File: config.mk
export PLATFORM = sky130hd
export DESIGN_NAME = opb_register_bank_ppc2simulink
export DESIGN_NICKNAME = d
export VERILOG_FILES = /design/src/rtl/opb_register_bank_ppc2simulink.sv
export SDC_FILE = /design/constraint.sdc
export NUM_CORES = 1
export LEC_CHECK = 0
export ABC_CLOCK_PERIOD_IN_PS = 3450
export CAP_MARGIN = 10
export CORE_MARGIN = 2
export CORE_UTILIZATION = 54
export CTS_BUF_LIST = sky130_fd_sc_hd__clkbuf_8
export CTS_CLUSTER_SIZE = 30
export DETAILED_ROUTE_END_ITERATION = 10
export PLACE_DENSITY = 0.95
export SLEW_MARGIN = 10
export SYNTH_ARGS = -nofsm -noshare
export SYNTH_HDL_FRONTEND = slang
export SYNTH_SLANG_ARGS = --single-unit
File: constraint.sdc
create_clock -name OPB_Clk -period 3.45 [get_ports OPB_Clk]
set_input_delay 0.69 -clock OPB_Clk [delete_from_list [all_inputs] [get_ports OPB_Clk]]
set_output_delay 0.69 -clock OPB_Clk [all_outputs]
set_load 0.02 [all_outputs]
File: src/rtl/opb_register_bank_ppc2simulink.sv
// OPB slave exposing a bank of 32-bit software-writable registers to fabric logic,
// with byte-enable writes, readback, update strobes and optional shadow/commit mode.
module opb_register_bank_ppc2simulink #(
  parameter logic [31:0] C_BASEADDR   = 32'h0108E900,
  parameter logic [31:0] C_HIGHADDR   = 32'h0108E9FF,
  parameter int          C_OPB_AWIDTH = 32,
  parameter int          C_OPB_DWIDTH = 32,
  parameter int          C_NUM_REGS   = 8,
  parameter int          C_ATOMIC     = 0,
  parameter logic [31:0] C_RESET_VAL  = 32'h00000000
) (
  input  logic                      OPB_Clk,
  input  logic                      OPB_Rst,
  input  logic [0:C_OPB_AWIDTH-1]   OPB_ABus,
  input  logic [0:3]                OPB_BE,
  input  logic [0:C_OPB_DWIDTH-1]   OPB_DBus,
  input  logic                      OPB_RNW,
  input  logic                      OPB_select,
  input  logic                      OPB_seqAddr,
  output logic [0:C_OPB_DWIDTH-1]   Sl_DBus,
  output logic                      Sl_errAck,
  output logic                      Sl_retry,
  output logic                      Sl_toutSup,
  output logic                      Sl_xferAck,
  output logic [32*C_NUM_REGS-1:0]  user_data_out,
  output logic [C_NUM_REGS-1:0]     user_update
);

  localparam logic [7:0] NREG8  = 8'(C_NUM_REGS);
  localparam logic       ATOMIC = (C_ATOMIC != 0);
  localparam logic [31:0] CTRL_WORD = {16'h0000, NREG8, 6'b000000, ATOMIC, 1'b0};

  logic [31:0] w_addr;
  logic [31:0] w_offset;
  logic [31:0] w_wdata;
  logic [3:0]  w_be;
  logic [7:0]  w_word;
  logic        w_hit;
  logic        w_start;
  logic [31:0] w_rd_val;
  logic        w_unused;

  logic [31:0]           r_out    [C_NUM_REGS];
  logic [31:0]           r_shadow [C_NUM_REGS];
  logic                  r_xfer_ack;
  logic [31:0]           r_rdata;
  logic [C_NUM_REGS-1:0] r_update;
  logic                  r_pend_wr;
  logic [7:0]            r_pend_word;
  logic [3:0]            r_pend_be;
  logic [31:0]           r_pend_data;
  logic                  r_commit_pending;

  // OPB bit 0 is the MSB, so plain assignment gives the user (little-endian) view.
  assign w_addr   = OPB_ABus;
  assign w_wdata  = OPB_DBus;
  assign w_be     = OPB_BE;
  assign w_offset = w_addr - C_BASEADDR;
  assign w_word   = w_offset[9:2];
  assign w_hit    = OPB_select && (w_addr >= C_BASEADDR) && (w_addr <= C_HIGHADDR);
  assign w_start  = w_hit && !r_xfer_ack;
  assign w_unused = &{1'b0, OPB_seqAddr, w_offset[31:10], w_offset[1:0]};

  always_comb begin
    w_rd_val = '0;
    for (int i = 0; i < C_NUM_REGS; i++) begin
      if (w_word == 8'(i)) w_rd_val = ATOMIC ? r_shadow[i] : r_out[i];
    end
    if (w_word == NREG8) w_rd_val = CTRL_WORD;
  end

  function automatic logic [31:0] merge(input logic [31:0] old_val, input logic [31:0] new_val,
                                        input logic [3:0] be);
    logic [31:0] res;
    res = old_val;
    for (int b = 0; b < 4; b++) begin
      if (be[b]) res[8*b +: 8] = new_val[8*b +: 8];
    end
    return res;
  endfunction

  // A hit is latched on the sampling edge and applied at the end of its ack cycle,
  // so a commit following a write always sees the updated shadow.
  always_ff @(posedge OPB_Clk) begin
    if (!OPB_Rst) begin
      for (int i = 0; i < C_NUM_REGS; i++) begin
        r_out[i]    <= C_RESET_VAL;
        r_shadow[i] <= C_RESET_VAL;
      end
      r_xfer_ack       <= 1'b0;
      r_rdata          <= '0;
      r_update         <= '0;
      r_pend_wr        <= 1'b0;
      r_pend_word      <= '0;
      r_pend_be        <= '0;
      r_pend_data      <= '0;
      r_commit_pending <= 1'b0;
    end else begin
      r_xfer_ack <= w_start;
      r_rdata    <= (w_start && OPB_RNW) ? w_rd_val : '0;
      r_update   <= '0;
      if (w_start) begin
        r_pend_wr        <= !OPB_RNW;
        r_pend_word      <= w_word;
        r_pend_be        <= w_be;
        r_pend_data      <= w_wdata;
        r_commit_pending <= ATOMIC && !OPB_RNW && (w_word == NREG8) && w_be[0] && w_wdata[0];
      end else if (r_xfer_ack) begin
        for (int i = 0; i < C_NUM_REGS; i++) begin
          if (r_pend_wr && (r_pend_word == 8'(i))) begin
            if (ATOMIC) begin
              r_shadow[i] <= merge(r_shadow[i], r_pend_data, r_pend_be);
            end else begin
              r_out[i]    <= merge(r_out[i], r_pend_data, r_pend_be);
              r_update[i] <= 1'b1;
            end
          end
        end
        if (r_commit_pending) begin
          for (int i = 0; i < C_NUM_REGS; i++) r_out[i] <= r_shadow[i];
          r_update <= '1;
        end
        r_pend_wr        <= 1'b0;
        r_commit_pending <= 1'b0;
      end
    end
  end

  for (genvar g = 0; g < C_NUM_REGS; g++) begin : g_out
    assign user_data_out[32*g +: 32] = r_out[g];
  end

  assign user_update = r_update;
  assign Sl_DBus     = r_rdata;
  assign Sl_xferAck  = r_xfer_ack;
  assign Sl_errAck   = 1'b0;
  assign Sl_retry    = 1'b0;
  assign Sl_toutSup  = 1'b0;

endmodule

; Word-level counts from Yosys, hierarchy flattened
; Memories as Yosys holds them, arrays and structs flattened.
; Index checks and enable logic that the tools add are counted.
; Widths: inputs -> output; s select.
[word_totals]
input_bits = 73
out_inout_bits = 300
wordCells = 278
ram_bits = 256
regBits = 86
mem_count = 1
[memory_table]
columns = memory, words, width, read_ports, rd_ports_with_merged_regs, wr, line
row1 = r_out, 8, 32, 8, 0, 8, 43  ; logic [31:0] r_out [C_NUM_REGS];
[classes]
muxes = 220
n_lt_le_gt_ge = 2
addsub = 1
reduce_logical = 20
n_eq_ne = 15
n_bitwise = 11
[op_table]
columns = operator, n
row1 = $mux 8, 160
row2 = $mux 32, 16
row3 = $eq 8x3->1 const B, 8
row4 = $mux 1, 43
row5 = $eq 8x2->1 const B, 4
row6 = $ge 32x25->1 const B, 1
row7 = $le 32x25->1 const B, 1
row8 = $eq 8x1->1 const B, 2
row9 = $logic_not 8->1, 2
row10 = $logic_and 1x1->1, 12
row11 = $mux 12, 1
row12 = $sub 10x9->10 const B, 1
row13 = $eq 8x4->1 const B, 1
row14 = $or 1x1->1, 8
row15 = $reduce_or 3->1, 2
row16 = $not 1->1, 3
row17 = $logic_not 1->1, 2
row18 = $reduce_and 2->1, 1
row19 = $reduce_bool 2->1, 1

; Longest topological paths before layout
; Gate-level depths: netlist of run 1.
[depth]
depth_word = 11
mapped_depth = 9
ltp_nobuf = 7

; Worst setup path before layout of run 1
; OpenSTA, ideal clock, no wires.
[synth_path]
path_kind = input-to-reg
from = input port OPB_Rst
to = memory r_out[3][4], in the netlist r_out[0][100], enable pin
n_path_buf = 2
slack_ps = 946
stages = 6
required_time_ps = 3121
t_arrival_ps = 2175
setup_time_ps = 329
path_cell_list = clkbuf_1 -> nand4_2 -> nor4b_2 -> clkbuf_1 -> nand2_1 -> nand2_1
[synth_lines]
columns = item, line
row1 = start: declaration, 13  ; input logic OPB_Rst,
row2 = end: declaration, 43

; Worst setup path after layout of run 1
[layout_path]
from = input port OPB_ABus[22] in the netlist's numbering
to = register r_rdata[21], in the netlist Sl_DBus[10]
[layout_between]
elab_chain_cells = 10
elab_cells_between_ends = 26
classes_between = 1 x add/sub / 2 x order compare / 8 x eq/ne / 8 x mux / 1 x bitwise / 6 x reduce/logical
[layout_lines]
columns = item, line
row1 = start: declaration, 14  ; input logic [0:C_OPB_AWIDTH-1] OPB_ABus,
row2 = $sub 10x9->10, 58  ; assign w_offset = w_addr - C_BASEADDR;
row3 = $logic_not 8->1, 67  ; if (w_word == 8'(i)) w_rd_val = ATOMIC ? r_shadow[i] : r_out[i];
row4 = $mux 32 (8 in a row), 67
row5 = end signal: assignment, 100  ; r_rdata <= (w_start && OPB_RNW) ? w_rd_val : '0;
row6 = end: declaration, 46  ; logic [31:0] r_rdata;
; Parallel ways exist; a longest one is shown, timed or not.
; A chain may end at the register's enable or synchronous reset.

==> out/metrics.csv, run 1 <==
stage;metric;value;unit
detailed_routing;wl_per_cell;24.8;um
placed_design;place_ws;87.5;ps
worst_setup_path;crit_family;simple AND/OR/NAND/NOR gates;
cts;h-tree-depth;2;
worst_setup_path;critPathLaunchType;primary input;
timing;hold_viol;0;
worst_setup_path;worstSetupEndpointType;flop;
layout;seqCellArea;0.00941;mm2
cts;clk_pin_slew;60;ps
synth;ys_top_cells_by_area;edfxtp_1 51%, dfxtp_1 11%, and2_1 8.0%;
detailed_routing;post_drt_via_cell_ratio;6.02;
detailed_routing;drt_iter0_drc;1754;
synth;yosys.area_share.simple;17.5;%
floorplanning;fp.dieH;171;um
cts;cts.path.max_buffers;3;
synth;yosys_warnings;0;
detailed_routing;route.antenna.remaining_nets;0;
synth;synth_top_family_by_area;simple AND/OR/NAND/NOR gates;
placed_design;placed_area;0.0193;mm2
synth;ys_async_sr_fraction;0;%
worst_setup_path;crit_path_frequent_cell;buf_4;
detailed_routing;dr_wl_met3;7140;um
timing;tns;0;ps
floorplanning;die_x;171;um
synth;post_synth_num_cell_types;60;
hold_path;worstHoldPathType;reg2reg;
floorplanning;initial_utilization;54.5;%
global_route;antenna_found_initial;1;
detailed_routing;route.detailed.drc;0;
cts;hold_buffers;0;
power;leakage;7.61;nW
synth;avgSynthCellArea;11.3;um2
global_route;grt.total_usage;35.8;%
timing;worstMarginPinSlew;913;ps
detailed_routing;wl_met1;17500;um
timing;setup_violations;0;
worst_setup_path;arrival;3360;ps
synth;synth_top_area_share;51.0;%
floorplanning;rows;61;
cts;cts_tree;built;
synth;synth_flop_cell;edfxtp_1;
worst_setup_path;cp_num_buf_inv;4;
detailed_routing;vias;12846;
layout;stdcell_area;0.0203;mm2
worst_setup_path;crit_fanout;6;
timing;worst_slew_margin_rel;39.1;%
cts;cts_buffers;52;
detailed_routing;first_pass_iters;7;
synth;synth_most_common_cell;edfxtp_1;
synth;seq_area_frac_synth;62.5;%
cts;cts-root-buf;clkbuf_8;
synth;synth_area;0.0151;mm2
layout;multi_input_area;0.00491;mm2
global_route;grt_overflow;0;
timing;fin_crit;2860;ps
synth;synth_xor_area_share;0;%
worst_setup_path;crit_path_top_delay_cell;or4b_1;
cts;cts.sinks;342;
detailed_routing;wl;52900;um
synth;synth_edf_count;256;
timing;fmax;349;MHz
detailed_routing;dr_wl_met2;25000;um
worst_setup_path;cp_data_required_time;3940;ps
synth;ys_seq_elements;342;
synth;yosysTopAreaCell;edfxtp_1;
placed_design;routabilityCongestion;0.871;
layout;syn_to_final_growth;34.9;%
timing;grt_setup_unrepaired;false;
floorplanning;ioPinCount;373;
synth;synth.area.mux_share;4.15;%
global_route;grt_max_degree;100;
synth;synthCells;1330;
layout;n_fill_cell;1725;
layout;nets;1787;
flow_run;cap_violations;0;
cts;insertion_delay;590;ps
detailed_routing;routed.top_layer;met4;
placed_design;hpwl;35500;um
status;status;finished, final reports clean;
worst_setup_path;slowest_delay;530;ps
worst_setup_path;crit_chain;clkdlybuf4s50_1 > inv_1 > ha_1 > or4b_1 > buf_4 > or3_1 > buf_4 > o221ai_1 > o211ai_1 > a21oi_1;
timing;slew_viol_final;0;
synth;synth-compound-area-share;10.3;%
global_route;first_global_vias;13120;
power;power_density;435;mW/mm2
timing;finalClockSkew;30.2;ps
cts;ctsResizeCount;0;
floorplanning;core;0.0276;mm2
global_route;grt_pass1_wl;76700;um
placed_design;port-buffer-count;368;
synth;synth_common_cells;256 x edfxtp_1, 193 x and2_1, 191 x nand2_1;
worst_setup_path;crit_type;in2reg;
cts;cts_setup_buffers;0;
synth;synth_adder_area_share;0.166;%
floorplanning;dieArea;0.0292;mm2
layout;drive_gt1_share;8.60;%
timing;fin_ws;588;ps
power;ir_drop;0.311;mV
timing;fin_hold_ws;464;ps
timing;period_share;83.0;%
-- logic make-up after synthesis --
kind of cell / after synthesis
AOI/OAI and AO/OA: 243
adders and majority gates: 2
buffers and inverters: 189
DFF: 342
muxes: 61
other: 1
and+or+nand+nor: 492
-- path summary, 6_finish.rpt --
kind             startpoint             end  slack, ps  cells past startpoint
min reg2reg  r_pend_word[4]  r_pend_word[4]        460                      2
max reg2reg  r_pend_word[3]   r_out[0][127]        740                      6
max            OPB_ABus[22]     Sl_DBus[10]        590                     10
min          r_pend_word[4]  r_pend_word[4]        460                      2
-- per-layer routing --
layer / vias to the layer above / GRT usage (%)
li1: 5431 / -
met1: 6007 / 42.0
met2: 1128 / 58.5
met3: 280 / 10.3
met4: 0 / 21.1
met5: - / 0
-- power breakdown --
part           switching [mW]  internal, mW
Sequential              0.106          4.55
Combinational           0.559         0.396
Clock                    1.57          1.64
-- registers in the layout, indices dropped and copies added, names as in the netlist --
| signal | cells |
|---|---|
| r_pend_be | 4 |
| r_out | 256 |
| r_pend_wr | 1 |
| Sl_xferAck | 1 |
| r_pend_data | 32 |
| user_update | 8 |
| r_pend_word | 8 |
| Sl_DBus | 32 |
-- metrics by stage --
step	power, mW	utilization, %	instances
finish	8.83	73.5	2134
global route	9.06	73.5	2134
CTS	8.82	73.5	2133
detailed placement	5.68	69.9	2036
global placement	5.65	69.9	2036
floorplan	5.13	-	1332
-- cell type report --
class	instances	area share, %
tap	378	2.33
clock inverter	38	0.899
multi-input combinational	801	24.1
clock buffer	59	4.00
timing repair buffer	425	20.7
inverter	90	1.66
antenna	1	0.0123
sequential	342	46.3
-- cells in the final DEF, fill, tap and decap left out, drive strengths merged, types with 12 or more instances in the layout --
cell           count
inv              110
a32o              17
a211oi            12
nand2b            13
o211ai            12
o21ai             94
mux2i             58
nor2b             13
clkinv            17
dfxtp             86
clkbuf            59
buf               61
edfxtp           256
nand2            191
and3              18
a21oi             55
nor2              21
a22oi             16
clkdlybuf4s50    364
and2             193
-- worst min-delay path, delay by kind of cell (launching register included) --
kind	cells	cell delay [ps]
DFF	1	310
and+or+nand+nor	1	50
muxes	1	50
No activity file was read; power rests on OpenSTA's default activity.
==> run 2: changes to the inputs <==
- ABC_CLOCK_PERIOD_IN_PS: 3450 -> 2300
- CORE_UTILIZATION: 54 -> 46
- PLACE_DENSITY: 0.95 -> 0.9
- clock period: 3.45 -> 2.3 ns (I/O delays scaled with it)
==> run 2 against run 1 <==
Net effect:
- the run now ends with setup timing left
- flip-flop and latch count unchanged
- sequential share of layout area decreased by 1.7 points
- hold slack lost 84 ps
- first-iteration DRC count shrank 3.6%
- non-clock buffer count up 38
- utilization fell by 8.4 points
==> out/metrics.csv, run 2 (synthesis results as in run 1) <==
stage;metric;value;unit;change
status;status;complete, but fails checks;;
status;violations;setup timing;;
power;ir_drop;0.382;mV;+23%
placed_design;port-buffer-count;368;;unchanged
floorplanning;fp.dieH;185;um;+8.2%
global_route;grt_max_degree;98;;-2.0%
cts;cts.path.max_buffers;3;;unchanged
worst_setup_path;crit_path_top_delay_cell;or4_4;;
worst_setup_path;crit_type;in2reg;;
worst_setup_path;arrival;2800;ps;-560 ps
cts;insertion_delay;580;ps;about the same
global_route;grt.total_usage;30.7;%;-5.1 points
worst_setup_path;worstSetupEndpointType;flop;;
worst_setup_path;crit_fanout;11;;+5
detailed_routing;route.detailed.drc;0;;unchanged
worst_setup_path;crit_chain;clkdlybuf4s50_1 > or4_4 > nor4_4 > o311ai_2 > nor3_4 > buf_12 > buf_12 > mux2i_1;;
layout;syn_to_final_growth;40.0;%;
cts;cts-root-buf;clkbuf_8;;
hold_path;worstHoldPathType;in2reg;;
hold_path;hp-start;OPB_Rst;;
cts;cts_tree;built;;
global_route;antenna_found_initial;1;;unchanged
power;power_switching;3.38;mW;+51%
floorplanning;dieArea;0.0342;mm2;+17%
worst_setup_path;cp_data_required_time;2780;ps;-1160 ps
power;intPower;10.1;mW;+53%
detailed_routing;route.antenna.remaining_nets;0;;unchanged
layout;top_register;r_out;;
global_route;first_global_vias;12975;;-1.1%
power;p_clk_share;37.2;%;+0.8 points
detailed_routing;wl_per_cell;24.6;um;-0.55%
global_route;grt_overflow;0;;unchanged
worst_setup_path;r2r-start;r_pend_word[3];;
timing;setup_violations;12;;+12
cts;cts.sinks;342;;unchanged
timing;fmax;432;MHz;
placed_design;routabilityCongestion;0.966;;+11%
power;power_density;639;mW/mm2;+47%
layout;final_cell_mix;363 x clkdlybuf4s50_1, 256 x edfxtp_1, 192 x and2_1, 188 x nand2_1, 106 x inv_1;;
timing;hold_viol;0;;unchanged
hold_path;min_delay_path_depth;4;;+2
worst_setup_path;slowest_delay;570;ps;+40 ps
global_route;grt_pass1_wl;77100;um;+0.49%
layout;post-route-util;65.1;%;-8.4 points
cts;cts_buffers;53;;+1.9%
layout;stdcell_area;0.0211;mm2;+3.8%
timing;finalClockSkew;13.7;ps;-16.5 ps
layout;drive_gt1_share;12.0;%;+3.4 points
placed_design;placed_area;0.0197;mm2;+2.2%
worst_setup_path;r2r-end;r_out[0][2];;
layout;largest_reg_flops;256;;unchanged
cts;clk_pin_slew;60;ps;about the same
worst_setup_path;crit_path_frequent_cell;buf_12;;
timing;period_share;101;%;
layout;nets;1826;;+2.2%
floorplanning;ioPinCount;373;;unchanged
detailed_routing;post_drt_via_cell_ratio;5.81;;-3.6%
power;swShare;25.1;%;-0.26 points
power;pwr-share-comb;10.9;%;about the same
floorplanning;initial_utilization;46.5;%;-8.0 points
timing;slew_viol_final;0;;unchanged
floorplanning;core;0.0324;mm2;+17%
power;leakage;7.93;nW;+4.2%
flow_run;cap_violations;0;;unchanged
cts;h-tree-depth;2;;unchanged
detailed_routing;first_pass_iters;6;;-1
timing;worst_slew_margin_rel;49.9;%;+11 points
worst_setup_path;ff2ff_path_depth;8;;+2
floorplanning;die_x;185;um;+8.2%
timing;fin_ws;-17.0;ps;-605 ps
layout;n_fill_cell;2315;;+34%
hold_path;holdPathEnd;user_update[6];;
power;seqPwrFrac;52.0;%;-0.8 points
worst_setup_path;critPathLaunchType;primary input;;
floorplanning;rows;66;;+8.2%
layout;final_common_cell;clkdlybuf4s50_1;;
detailed_routing;vias;12992;;+1.1%
worst_setup_path;worst-r2r-setup-slack;40;ps;-700 ps
timing;worstMarginPinSlew;751;ps;-162 ps
detailed_routing;drt_iter0_drc;1690;;-3.6%
timing;fin_crit;2320;ps;
placed_design;hpwl;38100;um;+7.2%
detailed_routing;wl;55200;um;+4.3%
==> run 2: power by group through the flow <==
stage / combinational (mW) / sequential, mW / clock (mW)
after floorplan: 0.354 / 7.34 / 0
after global placement: 1.41 / 7.12 / 0
after detailed placement: 1.43 / 7.13 / 0
after CTS: 1.44 / 7.00 / 5.04
after global routing: 1.53 / 7.01 / 5.28
final: 1.46 / 7.00 / 5.01
==> run 2: per-stage QoR <==
step / TNS (ps) / worst slack [ps] / instances / hold slack (ps) / power, mW
floorplan: 0 / 25.8 / 1332 / 435 / 7.69
global placement: -35700 / -537 / 2130 / 445 / 8.53
detailed placement: -41630 / -683 / 2130 / 455 / 8.56
CTS: 0 / 3.02 / 2229 / 346 / 13.5
global route: -344 / -37.6 / 2237 / 375 / 13.8
finish: -64.5 / -17.0 / 2238 / 379 / 13.5
==> run 2: cell type report <==
class	instances	area [um2]	area share (%)
sequential	342	9410	44.6
multi-input combinational	801	5030	23.8
timing repair buffer	463	4700	22.3
clock buffer	64	881	4.18
tap	442	553	2.62
inverter	90	338	1.60
clock inverter	35	175	0.831
antenna	1	2.50	0.0119
==> run 2: routing by layer <==
layer	vias up	wire (um)	track usage, %
li1	5501	-	-
met1	6116	19100	37.6
met2	1113	25400	49.6
met3	262	7250	8.14
met4	0	3480	16.7
met5	-	0	0
==> run 2: how the worst max path moves through the flow <==
stage | startpoint | endpoint | slack, ps | cells after the start
floorplan | OPB_Rst | r_out[0][100] | 30 | 6
global placement | OPB_ABus[22] | Sl_DBus[10] | -540 | 9
detailed placement | OPB_ABus[22] | Sl_DBus[17] | -680 | 9
CTS | OPB_ABus[22] | Sl_DBus[17] | 3 | 12
global route | OPB_ABus[2] | Sl_DBus[3] | -40 | 7
finish | OPB_ABus[2] | r_pend_data[15] | -20 | 8
==> run 2: critical path: cells and delay by family <==
family	cells	cell delay (ps)
AO/OA/AOI/OAI	1	200
buffers and inverters	3	740
multiplexers	1	230
AND/OR/NAND/NOR	3	1150
==> run 2: repair_timing <==
| action | 4_1_cts | 5_1_grt |
|---|---|---|
| cloned | 0 | 4 |
| pin swaps | 0 | 6 |
| endpoints found under the hold margin | 0 | 0 |
| resized for setup | 8 | 24 |
| endpoints found under the setup margin | 35 | 121 |
| buffers inserted | 0 | 4 |
| hold buffers | 0 | 0 |
